===== config.mk =====
export PLATFORM = sky130hd
export DESIGN_NAME = md5_msg_sched_flat
export DESIGN_NICKNAME = d
export VERILOG_FILES = /design/src/rtl/md5_ctrl_pkg.sv /design/src/rtl/md5_msg_sched_if.sv /design/src/rtl/md5_block_buf.sv /design/src/rtl/md5_msg_sched.sv /design/src/flat_wrapper.sv
export SDC_FILE = /design/constraint.sdc
export NUM_CORES = 2
export LEC_CHECK = 0
export CORE_AREA = 8 8 231 233
export DETAILED_ROUTE_END_ITERATION = 10
export DIE_AREA = 0 0 239 241
export DONT_BUFFER_PORTS = 1
export GPL_TIMING_DRIVEN = 1
export PLACE_DENSITY = 0.67
export SYNTH_ARGS = -nofsm -noshare
export SYNTH_HDL_FRONTEND = slang
export SYNTH_HIERARCHICAL = 1
export SYNTH_SLANG_ARGS = --single-unit

===== constraint.sdc =====
create_clock -name clk -period 5.9 [get_ports clk]
set_input_delay 0.295 -clock clk [delete_from_list [all_inputs] [get_ports clk]]
set_output_delay 0.295 -clock clk [all_outputs]
set_load 0.01 [all_outputs]

===== src/rtl/md5_ctrl_pkg.sv =====
// md5_ctrl_pkg
//   Shared constants and the controller state type for the MD5 message
//   scheduler/padder. Imported by the bus interface, the block buffer and
//   the scheduler top.
package md5_ctrl_pkg;

  localparam int MD5_BLOCK_BITS  = 512;
  localparam int MD5_BLOCK_BYTES = 64;

  // First byte written after the message payload.
  localparam logic [7:0] MD5_PAD_BYTE = 8'h80;
  // Highest byte index (exclusive) at which the pad byte still leaves room
  // for the 8-byte length field in the same block.
  localparam int MD5_PAD_LIMIT = 56;
  // Bit position of the little-endian 64-bit length field.
  localparam int MD5_LEN_LSB   = 448;

  typedef enum logic [2:0] {
    IDLE,
    FILL,
    ISSUE,
    WAIT,
    DONE
  } state_e;

endpackage


===== src/rtl/md5_msg_sched_if.sv =====
// md5_msg_sched_if
//   Groups the byte-stream input handshake and the compression-core
//   handshake of the MD5 scheduler.
//   Byte stream : in_valid, in_end, in_byte -> in_ready
//   Core        : core_init, core_start, core_block -> core_done
//   Status      : msg_done, busy, total_len, blk_count
//   slave  modport: the scheduler side.
//   master modport: the producer/core/observer side (testbench, system).
interface md5_msg_sched_if
  import md5_ctrl_pkg::*;
#(
  parameter int LEN_W = 64
);

  logic                      in_valid;
  logic                      in_end;
  logic [7:0]                in_byte;
  logic                      in_ready;

  logic                      core_init;
  logic                      core_start;
  logic [MD5_BLOCK_BITS-1:0] core_block;
  logic                      core_done;

  logic                      msg_done;
  logic                      busy;
  logic [LEN_W-1:0]          total_len;
  logic [15:0]               blk_count;

  modport slave (
    input  in_valid, in_end, in_byte, core_done,
    output in_ready, core_init, core_start, core_block,
           msg_done, busy, total_len, blk_count
  );

  modport master (
    output in_valid, in_end, in_byte, core_done,
    input  in_ready, core_init, core_start, core_block,
           msg_done, busy, total_len, blk_count
  );

endinterface


===== src/rtl/md5_block_buf.sv =====
// md5_block_buf
//   512-bit byte-addressed block register. Byte k lives at bits [8k+7:8k].
//   Ports:
//     clk, reset : clock and synchronous active-low reset (clears block)
//     clr        : start the update from an all-zero block
//     wr_en      : write wr_byte at byte index idx
//     pad_en     : write the pad byte at idx and zero every byte above idx
//     len_en     : place len (little-endian) in the top 8 bytes
//     idx        : byte index for wr_en / pad_en
//     wr_byte    : data byte
//     len        : 64-bit length field value
//     block      : current block contents
//   Operations compose in the order clr -> write/pad -> length, so a pad and
//   a length insert in the same cycle produce a complete final block.
module md5_block_buf
  import md5_ctrl_pkg::*;
(
  input  logic                      clk,
  input  logic                      reset,
  input  logic                      clr,
  input  logic                      wr_en,
  input  logic                      pad_en,
  input  logic                      len_en,
  input  logic [5:0]                idx,
  input  logic [7:0]                wr_byte,
  input  logic [63:0]               len,
  output logic [MD5_BLOCK_BITS-1:0] block
);

  logic [MD5_BLOCK_BITS-1:0] buf_q;
  logic [MD5_BLOCK_BITS-1:0] buf_d;

  always_comb begin
    buf_d = clr ? '0 : buf_q;
    for (int k = 0; k < MD5_BLOCK_BYTES; k++) begin
      if (wr_en && (idx == 6'(k))) begin
        buf_d[8*k +: 8] = wr_byte;
      end
      if (pad_en) begin
        if (idx == 6'(k)) begin
          buf_d[8*k +: 8] = MD5_PAD_BYTE;
        end else if (6'(k) > idx) begin
          buf_d[8*k +: 8] = 8'h00;
        end
      end
    end
    if (len_en) begin
      for (int k = 0; k < 8; k++) begin
        buf_d[MD5_LEN_LSB + 8*k +: 8] = len[8*k +: 8];
      end
    end
  end

  always_ff @(posedge clk) begin
    if (!reset) begin
      buf_q <= '0;
    end else begin
      buf_q <= buf_d;
    end
  end

  assign block = buf_q;

endmodule


===== src/rtl/md5_msg_sched.sv =====
// md5_msg_sched
//   Packs an incoming byte stream into 512-bit MD5 blocks, appends the MD5
//   padding and 64-bit bit-length, and feeds the compression core one block
//   at a time over a start/done handshake.
//   Ports:
//     clk   : system clock
//     reset : synchronous, active-low reset
//     bus   : md5_msg_sched_if.slave
//             in_valid/in_end/in_byte/in_ready : byte or end-of-message input
//             core_init   : pulse, core reloads its initial chaining values
//             core_start  : pulse, core_block valid, compress it
//             core_block  : block under compression, stable until core_done
//             core_done   : pulse from core, block absorbed
//             msg_done    : pulse, final block absorbed, digest valid
//             busy        : not idle
//             total_len   : message length in bits (modulo 2^LEN_W)
//             blk_count   : blocks issued for the current message
module md5_msg_sched
  import md5_ctrl_pkg::*;
#(
  parameter int LEN_W = 64
) (
  input  logic           clk,
  input  logic           reset,
  md5_msg_sched_if.slave bus
);

  state_e           state_q,      state_d;
  logic [5:0]       cnt_q,        cnt_d;
  logic             need_extra_q, need_extra_d;
  logic             last_blk_q,   last_blk_d;
  logic [LEN_W-1:0] total_len_q,  total_len_d;
  logic [15:0]      blk_count_q,  blk_count_d;

  logic             in_ready;
  logic             xfer;
  logic             core_init;
  logic             core_start;
  logic             msg_done;

  logic             buf_clr;
  logic             buf_wr;
  logic             buf_pad;
  logic             buf_len;
  logic [5:0]       buf_idx;
  logic [LEN_W-1:0] len_src;
  logic [63:0]      len64;

  // Ready is forced low while reset is asserted so nothing is accepted in
  // the reset cycle itself.
  assign in_ready = reset && ((state_q == IDLE) || (state_q == FILL));
  assign xfer     = bus.in_valid && in_ready;

  always_comb begin
    state_d      = state_q;
    cnt_d        = cnt_q;
    need_extra_d = need_extra_q;
    last_blk_d   = last_blk_q;
    total_len_d  = total_len_q;
    blk_count_d  = blk_count_q;
    buf_clr      = 1'b0;
    buf_wr       = 1'b0;
    buf_pad      = 1'b0;
    buf_len      = 1'b0;
    buf_idx      = cnt_q;
    len_src      = total_len_q;
    core_init    = 1'b0;
    core_start   = 1'b0;
    msg_done     = 1'b0;

    unique case (state_q)
      IDLE, FILL: begin
        if (xfer) begin
          // The first transfer of a message starts from a clean slate: the
          // index, buffer and length are treated as zero for this transfer.
          if (state_q == IDLE) begin
            core_init   = 1'b1;
            buf_clr     = 1'b1;
            buf_idx     = '0;
            len_src     = '0;
            blk_count_d = '0;
          end
          if (!bus.in_end) begin
            buf_wr      = 1'b1;
            cnt_d       = buf_idx + 6'd1;
            total_len_d = len_src + LEN_W'(8);
            if (buf_idx == 6'd63) begin
              last_blk_d = 1'b0;
              state_d    = ISSUE;
            end else begin
              state_d    = FILL;
            end
          end else begin
            buf_pad     = 1'b1;
            total_len_d = len_src;
            if (buf_idx < 6'(MD5_PAD_LIMIT)) begin
              buf_len      = 1'b1;
              need_extra_d = 1'b0;
              last_blk_d   = 1'b1;
            end else begin
              // No room for the length: it goes in an extra block.
              need_extra_d = 1'b1;
              last_blk_d   = 1'b0;
            end
            state_d = ISSUE;
          end
        end
      end

      ISSUE: begin
        core_start  = 1'b1;
        blk_count_d = blk_count_q + 16'd1;
        state_d     = WAIT;
      end

      WAIT: begin
        if (bus.core_done) begin
          if (last_blk_q) begin
            state_d = DONE;
          end else if (need_extra_q) begin
            buf_clr      = 1'b1;
            buf_len      = 1'b1;
            need_extra_d = 1'b0;
            last_blk_d   = 1'b1;
            state_d      = ISSUE;
          end else begin
            buf_clr = 1'b1;
            cnt_d   = '0;
            state_d = FILL;
          end
        end
      end

      DONE: begin
        msg_done = 1'b1;
        state_d  = IDLE;
      end

      default: begin
        state_d = IDLE;
      end
    endcase
  end

  always_ff @(posedge clk) begin
    if (!reset) begin
      state_q      <= IDLE;
      cnt_q        <= '0;
      need_extra_q <= 1'b0;
      last_blk_q   <= 1'b0;
      total_len_q  <= '0;
      blk_count_q  <= '0;
    end else begin
      state_q      <= state_d;
      cnt_q        <= cnt_d;
      need_extra_q <= need_extra_d;
      last_blk_q   <= last_blk_d;
      total_len_q  <= total_len_d;
      blk_count_q  <= blk_count_d;
    end
  end

  // Length field is always 64 bits wide; the counter may be narrower or wider.
  generate
    if (LEN_W >= 64) begin : g_len_trunc
      assign len64 = len_src[63:0];
    end else begin : g_len_ext
      assign len64 = {{(64-LEN_W){1'b0}}, len_src};
    end
  endgenerate

  md5_block_buf u_buf (
    .clk     (clk),
    .reset   (reset),
    .clr     (buf_clr),
    .wr_en   (buf_wr),
    .pad_en  (buf_pad),
    .len_en  (buf_len),
    .idx     (buf_idx),
    .wr_byte (bus.in_byte),
    .len     (len64),
    .block   (bus.core_block)
  );

  assign bus.in_ready   = in_ready;
  assign bus.core_init  = core_init;
  assign bus.core_start = core_start;
  assign bus.msg_done   = msg_done;
  assign bus.busy       = (state_q != IDLE);
  assign bus.total_len  = total_len_q;
  assign bus.blk_count  = blk_count_q;

endmodule


===== src/flat_wrapper.sv =====
// flat-port wrapper written by rule: the top's interface ports become plain ports
module md5_msg_sched_flat import md5_ctrl_pkg::*;
#(
  parameter int LEN_W = 64
)
  (clk, reset, bus_in_valid, bus_in_end, bus_in_byte, bus_core_done, bus_in_ready, bus_core_init, bus_core_start, bus_core_block, bus_msg_done, bus_busy, bus_total_len, bus_blk_count);
  md5_msg_sched_if #(.LEN_W(LEN_W)) bus_i ();
  input  logic clk;
  input  logic reset;
  input wire logic [$bits(bus_i.in_valid)-1:0] bus_in_valid;
  input wire logic [$bits(bus_i.in_end)-1:0] bus_in_end;
  input wire logic [$bits(bus_i.in_byte)-1:0] bus_in_byte;
  input wire logic [$bits(bus_i.core_done)-1:0] bus_core_done;
  output wire logic [$bits(bus_i.in_ready)-1:0] bus_in_ready;
  output wire logic [$bits(bus_i.core_init)-1:0] bus_core_init;
  output wire logic [$bits(bus_i.core_start)-1:0] bus_core_start;
  output wire logic [$bits(bus_i.core_block)-1:0] bus_core_block;
  output wire logic [$bits(bus_i.msg_done)-1:0] bus_msg_done;
  output wire logic [$bits(bus_i.busy)-1:0] bus_busy;
  output wire logic [$bits(bus_i.total_len)-1:0] bus_total_len;
  output wire logic [$bits(bus_i.blk_count)-1:0] bus_blk_count;
  assign bus_i.in_valid = bus_in_valid;
  assign bus_i.in_end = bus_in_end;
  assign bus_i.in_byte = bus_in_byte;
  assign bus_i.core_done = bus_core_done;
  assign bus_in_ready = bus_i.in_ready;
  assign bus_core_init = bus_i.core_init;
  assign bus_core_start = bus_i.core_start;
  assign bus_core_block = bus_i.core_block;
  assign bus_msg_done = bus_i.msg_done;
  assign bus_busy = bus_i.busy;
  assign bus_total_len = bus_i.total_len;
  assign bus_blk_count = bus_i.blk_count;
  md5_msg_sched #(.LEN_W(LEN_W)) u_core (.clk(clk), .reset(reset), .bus(bus_i));
endmodule

# Yosys cells after proc, flatten, opt, wreduce, memory -nomap -nowiden
# Index checks and enable logic that the tools add are counted.
# W data, S select, Z words.
dict set report classes {
  add_sub_neg 3
  n_mul 0
  n_div 0
  order_cmp 65
  n_eq_ne 76
  shifts 0
  muxes 318
  bitwise 0
  reduce_logical 79
}
# operator n
set op_table {}
lappend op_table {{$mux W8} 256}
lappend op_table {{$mux W512} 1}
lappend op_table {{$mux W64} 7}
lappend op_table {{$eq A6 B6 Y1 const B} 33}
lappend op_table {{$gt A6 B6 Y1 const A} 32}
lappend op_table {{$eq A6 B5 Y1 const B} 16}
lappend op_table {{$gt A5 B6 Y1 const A} 16}
lappend op_table {{$logic_and A1 B1 Y1} 66}
lappend op_table {{$add A64 B4 Y64 const B} 1}
lappend op_table {{$mux W6} 10}
lappend op_table {{$eq A6 B4 Y1 const B} 8}
lappend op_table {{$gt A4 B6 Y1 const A} 8}
lappend op_table {{$mux W16} 2}
lappend op_table {{$pmux W16 S2} 1}
lappend op_table {{$mux W1} 29}
lappend op_table {{$eq A6 B3 Y1 const B} 4}
lappend op_table {{$gt A3 B6 Y1 const A} 4}
lappend op_table {{$add A16 B1 Y16 const B} 1}
lappend op_table {{$eq A6 B2 Y1 const B} 2}
lappend op_table {{$gt A1 B6 Y1 const A} 2}
lappend op_table {{$gt A2 B6 Y1 const A} 2}
lappend op_table {{$pmux W6 S2} 1}
lappend op_table {{$ne A2 B2 Y1 const B} 5}
lappend op_table {{$mux W3} 3}
lappend op_table {{other kinds (22)} 31}
dict set report totals {
  register_bits 603
  latchBits 0
  mem_bits_rw 0
  romBits 0
  inputBits 13
  word_cells 548
  mem_count 0
}

# Longest topological paths before layout
dict set report depth {
  word_depth 15
  depth_mapped 14
  mapped_depth_nobuf 9
}

# Modules after synthesis
# The synthesis kept the hierarchy.
# mod instances cells_each area_per_inst_um2
set modules_own_cells {}
lappend modules_own_cells {md5_block_buf 1 2572 21091.5}
lappend modules_own_cells {md5_msg_sched 1 662 5151.2}

# Worst setup path before layout
# No wires, ideal clock.
dict set report synth_path {
  path_type {reg-to-reg}
  start {reg u_core.state_q[0]}
  end {reg u_core.u_buf.buf_q[455], in the netlist u_core/u_buf/block[455]}
  t_arrival_ns 3.011
  setup_slack_ns 2.771
  stages_incl_launch_ff 13
  path_buffers 5
  synth_period_minus_slack_ns 3.129
  path_cell_list {dfxtp_1 -> buf_2 -> nor3_2 -> nand2_1 -> clkbuf_1 -> clkbuf_1 -> clkbuf_1 -> and2_1 -> or3b_1 -> buf_4 -> nor2_8 -> mux2_1 -> a32o_1}
}
dict set report synth_between {
  elab_chain_len 13
  elab_cells_between_ends 38
}
# element line_no
set synth_lines {}
lappend synth_lines {{from (decl)} md5_msg_sched.sv:28} ;# state_e state_q, state_d;
lappend synth_lines {{from (signal assigned)} md5_msg_sched.sv:154} ;# state_q <= state_d;
lappend synth_lines {{$logic_not A3 Y1 / $eq A3 B1 Y1 (equally long branches)} {md5_msg_sched.sv:51, md5_msg_sched.sv:71, md5_msg_sched.sv:76}}
lappend synth_lines {{$mux W6 / $logic_or A1 B1 Y1 (equally long branches)} {md5_msg_sched.sv:76, md5_msg_sched.sv:51}}
lappend synth_lines {{$mux W6 / $logic_and A1 B1 Y1 (equally long branches)} {md5_msg_sched.sv:73, md5_msg_sched.sv:51}}
lappend synth_lines {{$mux W6 / $logic_and A1 B1 Y1 (equally long branches)} {md5_msg_sched.sv:71, md5_msg_sched.sv:52}}
lappend synth_lines {{$mux W6} md5_msg_sched.sv:73} ;# if (xfer) begin
lappend synth_lines {{$mux W6 *} md5_msg_sched.sv:71} ;# unique case (state_q)
lappend synth_lines {{named net u_core.buf_idx[1]} md5_msg_sched.sv:45} ;# logic [5:0] buf_idx;
lappend synth_lines {{parallel branches: the longest is 5 deep, another holds $gt A6 B6 Y1} -}
lappend synth_lines {{$mux W8 *} md5_block_buf.sv:39} ;# if (pad_en) begin
lappend synth_lines {{$mux W64 *} md5_block_buf.sv:47} ;# if (len_en) begin
lappend synth_lines {{to (signal assigned)} md5_block_buf.sv:58} ;# buf_q <= buf_d;
lappend synth_lines {{to (decl)} md5_block_buf.sv:30} ;# logic [MD5_BLOCK_BITS-1:0] buf_q;
# Mark *: on every way through the listed nets, which the timed path passes. The select of a mux whose other input is x is not followed.
# A chain may end at the register's enable or synchronous reset.

# Worst setup path in the final report
dict set report layout_path {
  start {reg u_core.state_q[2]}
  end {reg u_core.u_buf.buf_q[287], in the netlist u_core/u_buf/block[287]}
}
dict set report layout_between {
  elab_chain_len 12
  elab_cells_between_ends 27
}
# element line_no
set layout_lines {}
lappend layout_lines {{$logic_not A3 Y1 / $eq A3 B1 Y1 (equally long branches)} {md5_msg_sched.sv:51, md5_msg_sched.sv:71, md5_msg_sched.sv:76}}
lappend layout_lines {{$mux W6 / $logic_or A1 B1 Y1 (equally long branches)} {md5_msg_sched.sv:76, md5_msg_sched.sv:51}}
lappend layout_lines {{$mux W6 / $logic_and A1 B1 Y1 (equally long branches)} {md5_msg_sched.sv:73, md5_msg_sched.sv:51}}
lappend layout_lines {{$mux W6 / $logic_and A1 B1 Y1 (equally long branches)} {md5_msg_sched.sv:71, md5_msg_sched.sv:52}}
lappend layout_lines {{$mux W6} md5_msg_sched.sv:73}
lappend layout_lines {{$mux W6 *} md5_msg_sched.sv:71}
lappend layout_lines {{named net u_core.buf_idx[0]} md5_msg_sched.sv:45}
lappend layout_lines {{parallel branches: the longest is 5 deep, another holds $gt A6 B6 Y1} -}
lappend layout_lines {{$mux W8 *} md5_block_buf.sv:39}
# Marked as above.

==> impl_metrics.tcl <==
set metrics [dict create \
    num_vias 25100 \
    dp_hpwl_um 75100 \
    clk_latency_ns 0.63 \
    postSynthCellCount 3234 \
    worstPathArrival_ns 4.84 \
    clkSlewWorstSetupHoldPaths_ns 0.06 \
    die_area_um2 57600 \
    antenna_found_initial 2 \
    overflow 0 \
    fin_crit_sh 0.739 \
    min_period_ns 4.36 \
    gp_congestion 0.919 \
    vias_per_cell 6.54 \
    total_power_mw 8.64 \
    yosysSeqAreaShare 0.460 \
    fin_area_um2 28700 \
    worstPathRequired_ns 6.38 \
    numCtsBuffers 61 \
    pin_count 610 \
    clockRootBuffer "clkbuf_16" \
    dpl_cell_area_um2 26300 \
    final_cell_mix "dfxtp_1, nand2_1, nand3_1" \
    yosysTopAreaCellShare 0.460 \
    max_cap_violations 0 \
    critPathMaxFanout 23 \
    fin_nets 3129 \
    slew_headroom 0.153 \
    synth_top_area_cell "dfxtp_1" \
    drc 0 \
    finalSetupTns_ns 0 \
    yosys_warnings 6 \
    crit_chain "nor3_2 -> buf_4 -> nand2_1 -> buf_4 -> and2_1 -> and3_1 -> nand2_1 -> a31oi_1 -> o22ai_1" \
    syn_nets 3250 \
    tritoncts "built" \
    syn2layout_area_growth_pct 9.34 \
    clock_skew_ns 0.0143 \
    synthTopCellsByArea "dfxtp_1, nand3_1, a21oi_1" \
    wl_um 110000 \
    numClockSinks 603 \
    mostFrequentLayoutCell "dfxtp_1" \
    hold_class "primary input to register" \
    synth_area_um2 26200 \
    vdd_drop_max_v 0.000270 \
    startpoint_type "register" \
    slowest_delay_ns 1.12 \
    drt_iter0_drc 3037 \
    p_leak_nw 9.06 \
    dr.pass1.iters 6 \
    ant_nets 0 \
    fmax_mhz 229 \
    fin_util 0.578 \
    grt_pass1_wl_um 156000 \
    fillCellCount 4572 \
    hold_viol_final 0 \
    slew_viol_final 0 \
    clk_path_buf_depth 3 \
    io_buffers 0 \
    worstMarginPinSlew_ns 1.27 \
    avgRoutedWirePerCell_um 28.6 \
    power_density_nw_per_um2 301 \
    htreeDepth 2 \
    start_util 0.528 \
    worstSetupPathType "register to register" \
    setup_viol 0 \
    core.rowCount 82 \
    avgSynthCellArea_um2 8.11 \
    grtUsageTotal 0.355 \
    rsz0062_at_grt "no" \
    final_layout_size_suffix_gt1_frac 0.0777 \
    ys_types 98 \
    grt_pass1_vias 23200 \
    cp-end-kind "register" \
    async_flop_share 0 \
    setup_slack_ns 1.54 \
    status "finished clean" \
    cp_slowest_cell "and3_1" \
    ys_ff_latch 603 \
    chipHeight_um 241 \
    grt_start_max_net_pins 225 \
    dp_slack_ns 1.68 \
    synth_edf_count 0 \
    synth_flop_cell "dfxtp_1" \
    dieWidth_um 239 \
    core_area_um2 49700 \
]
-- synth_stat cells (16+ instances only) --
cell        n
a21oi_1   450
buf_1      16
nand2_1   591
clkbuf_1  141
a31oi_1    16
buf_2      29
nor3_1     31
o21ai_1    20
nor2_4     16
a32oi_1    16
dfxtp_1   603
nand4_1    46
nor2b_1    58
nor2_2     24
nand3_1   459
inv_1      19
and3_1     20
o21ai_0    91
mux2i_1    52
buf_4      17
or3_1      24
nor2_1    122
xnor2_1    26
nor4_1     18
and2_1     87
o22ai_1    24
-- final cells by class --
class | count | area [um^2] | area share
multi-input combinational | 2397 | 13200 | 0.459
timing repair buffer | 26 | 365 | 0.0127
clock inverter | 32 | 372 | 0.0130
inverter | 24 | 97.6 | 0.00340
antenna | 2 | 5.00 | 0.000174
sequential | 603 | 12100 | 0.421
tap | 672 | 841 | 0.0293
clock buffer | 82 | 1770 | 0.0616
-- kinds of logic (layout without fill, tap and decap cells) --
family	Yosys count	count (layout)	synth area share
AND/OR/NAND/NOR	1594	1594	0.312
AO/OA/AOI/OAI	707	707	0.154
flip-flops	603	603	0.460
buffers and inverters	234	164	0.0393
multiplexers	53	53	0.0203
XOR/XNOR	40	40	0.0134
adder cells (fa/ha/maj)	3	3	0.00143
other	0	2	0
-- state kept, by name, summed over array words and instances, names as in the netlist --
signal                cells
u_core/last_blk_q         1
u_core/u_buf/block      512
u_core/need_extra_q       1
u_core/state_q            3
u_core/bus.blk_count     16
u_core/bus.total_len     64
u_core/cnt_q              6
-- path summary, 6_finish.rpt --
kind	cells after the start	start	slack, ns	endpoint
worst max-delay path	9	u_core/state_q[2]$_SDFFE_PN0P_	1.54	u_core/u_buf/block[287]$_SDFF_PN0_
worst min-delay path	3	bus_in_byte[7]	0.01	u_core/u_buf/block[167]$_SDFF_PN0_
worst max register to register	9	u_core/state_q[2]$_SDFFE_PN0P_	1.54	u_core/u_buf/block[287]$_SDFF_PN0_
worst min register to register	1	u_core/cnt_q[5]$_SDFFE_PN0P_	0.50	u_core/cnt_q[5]$_SDFFE_PN0P_
-- routing by layer --
layer,track usage,vias to the layer above,routed length [um]
met5,0,-,13
met4,0.170,2,5450
met3,0.116,307,13300
met2,0.583,1573,51500
met1,0.419,12100,39400
li1,-,11100,-
-- power breakdown --
| part | switching (mW) | leakage [nW] | internal [mW] |
|---|---|---|---|
| clock network | 1.69 | 1.05 | 2.41 |
| logic | 0.368 | 3.16 | 0.0740 |
| registers | 0.0215 | 4.86 | 4.08 |
-- timing repair --
action | 4_1_cts | 5_1_grt
hold buffers | 12 | 0
gates resized for setup | 0 | 0
setup buffers | 0 | 0
endpoints found under the hold margin | 500 | 0
-- metrics by stage --
| step | hold WS, ns | cells |
|---|---|---|
| after floorplan | 0.455 | 3234 |
| after global placement | 0.438 | 3710 |
| after detailed placement | 0.441 | 3710 |
| after CTS | 0.000398 | 3836 |
| after global routing | 0.0143 | 3836 |
| final | 0.0104 | 3838 |
-- critical path: cells and delay by family (launching register included) --
| kind | cells | cell delay, ns |
|---|---|---|
| simple gates | 5 | 2.58 |
| flops | 1 | 0.72 |
| compound gates | 2 | 0.47 |
| buf+inv | 2 | 0.43 |
(Power assumes the default switching activity.)
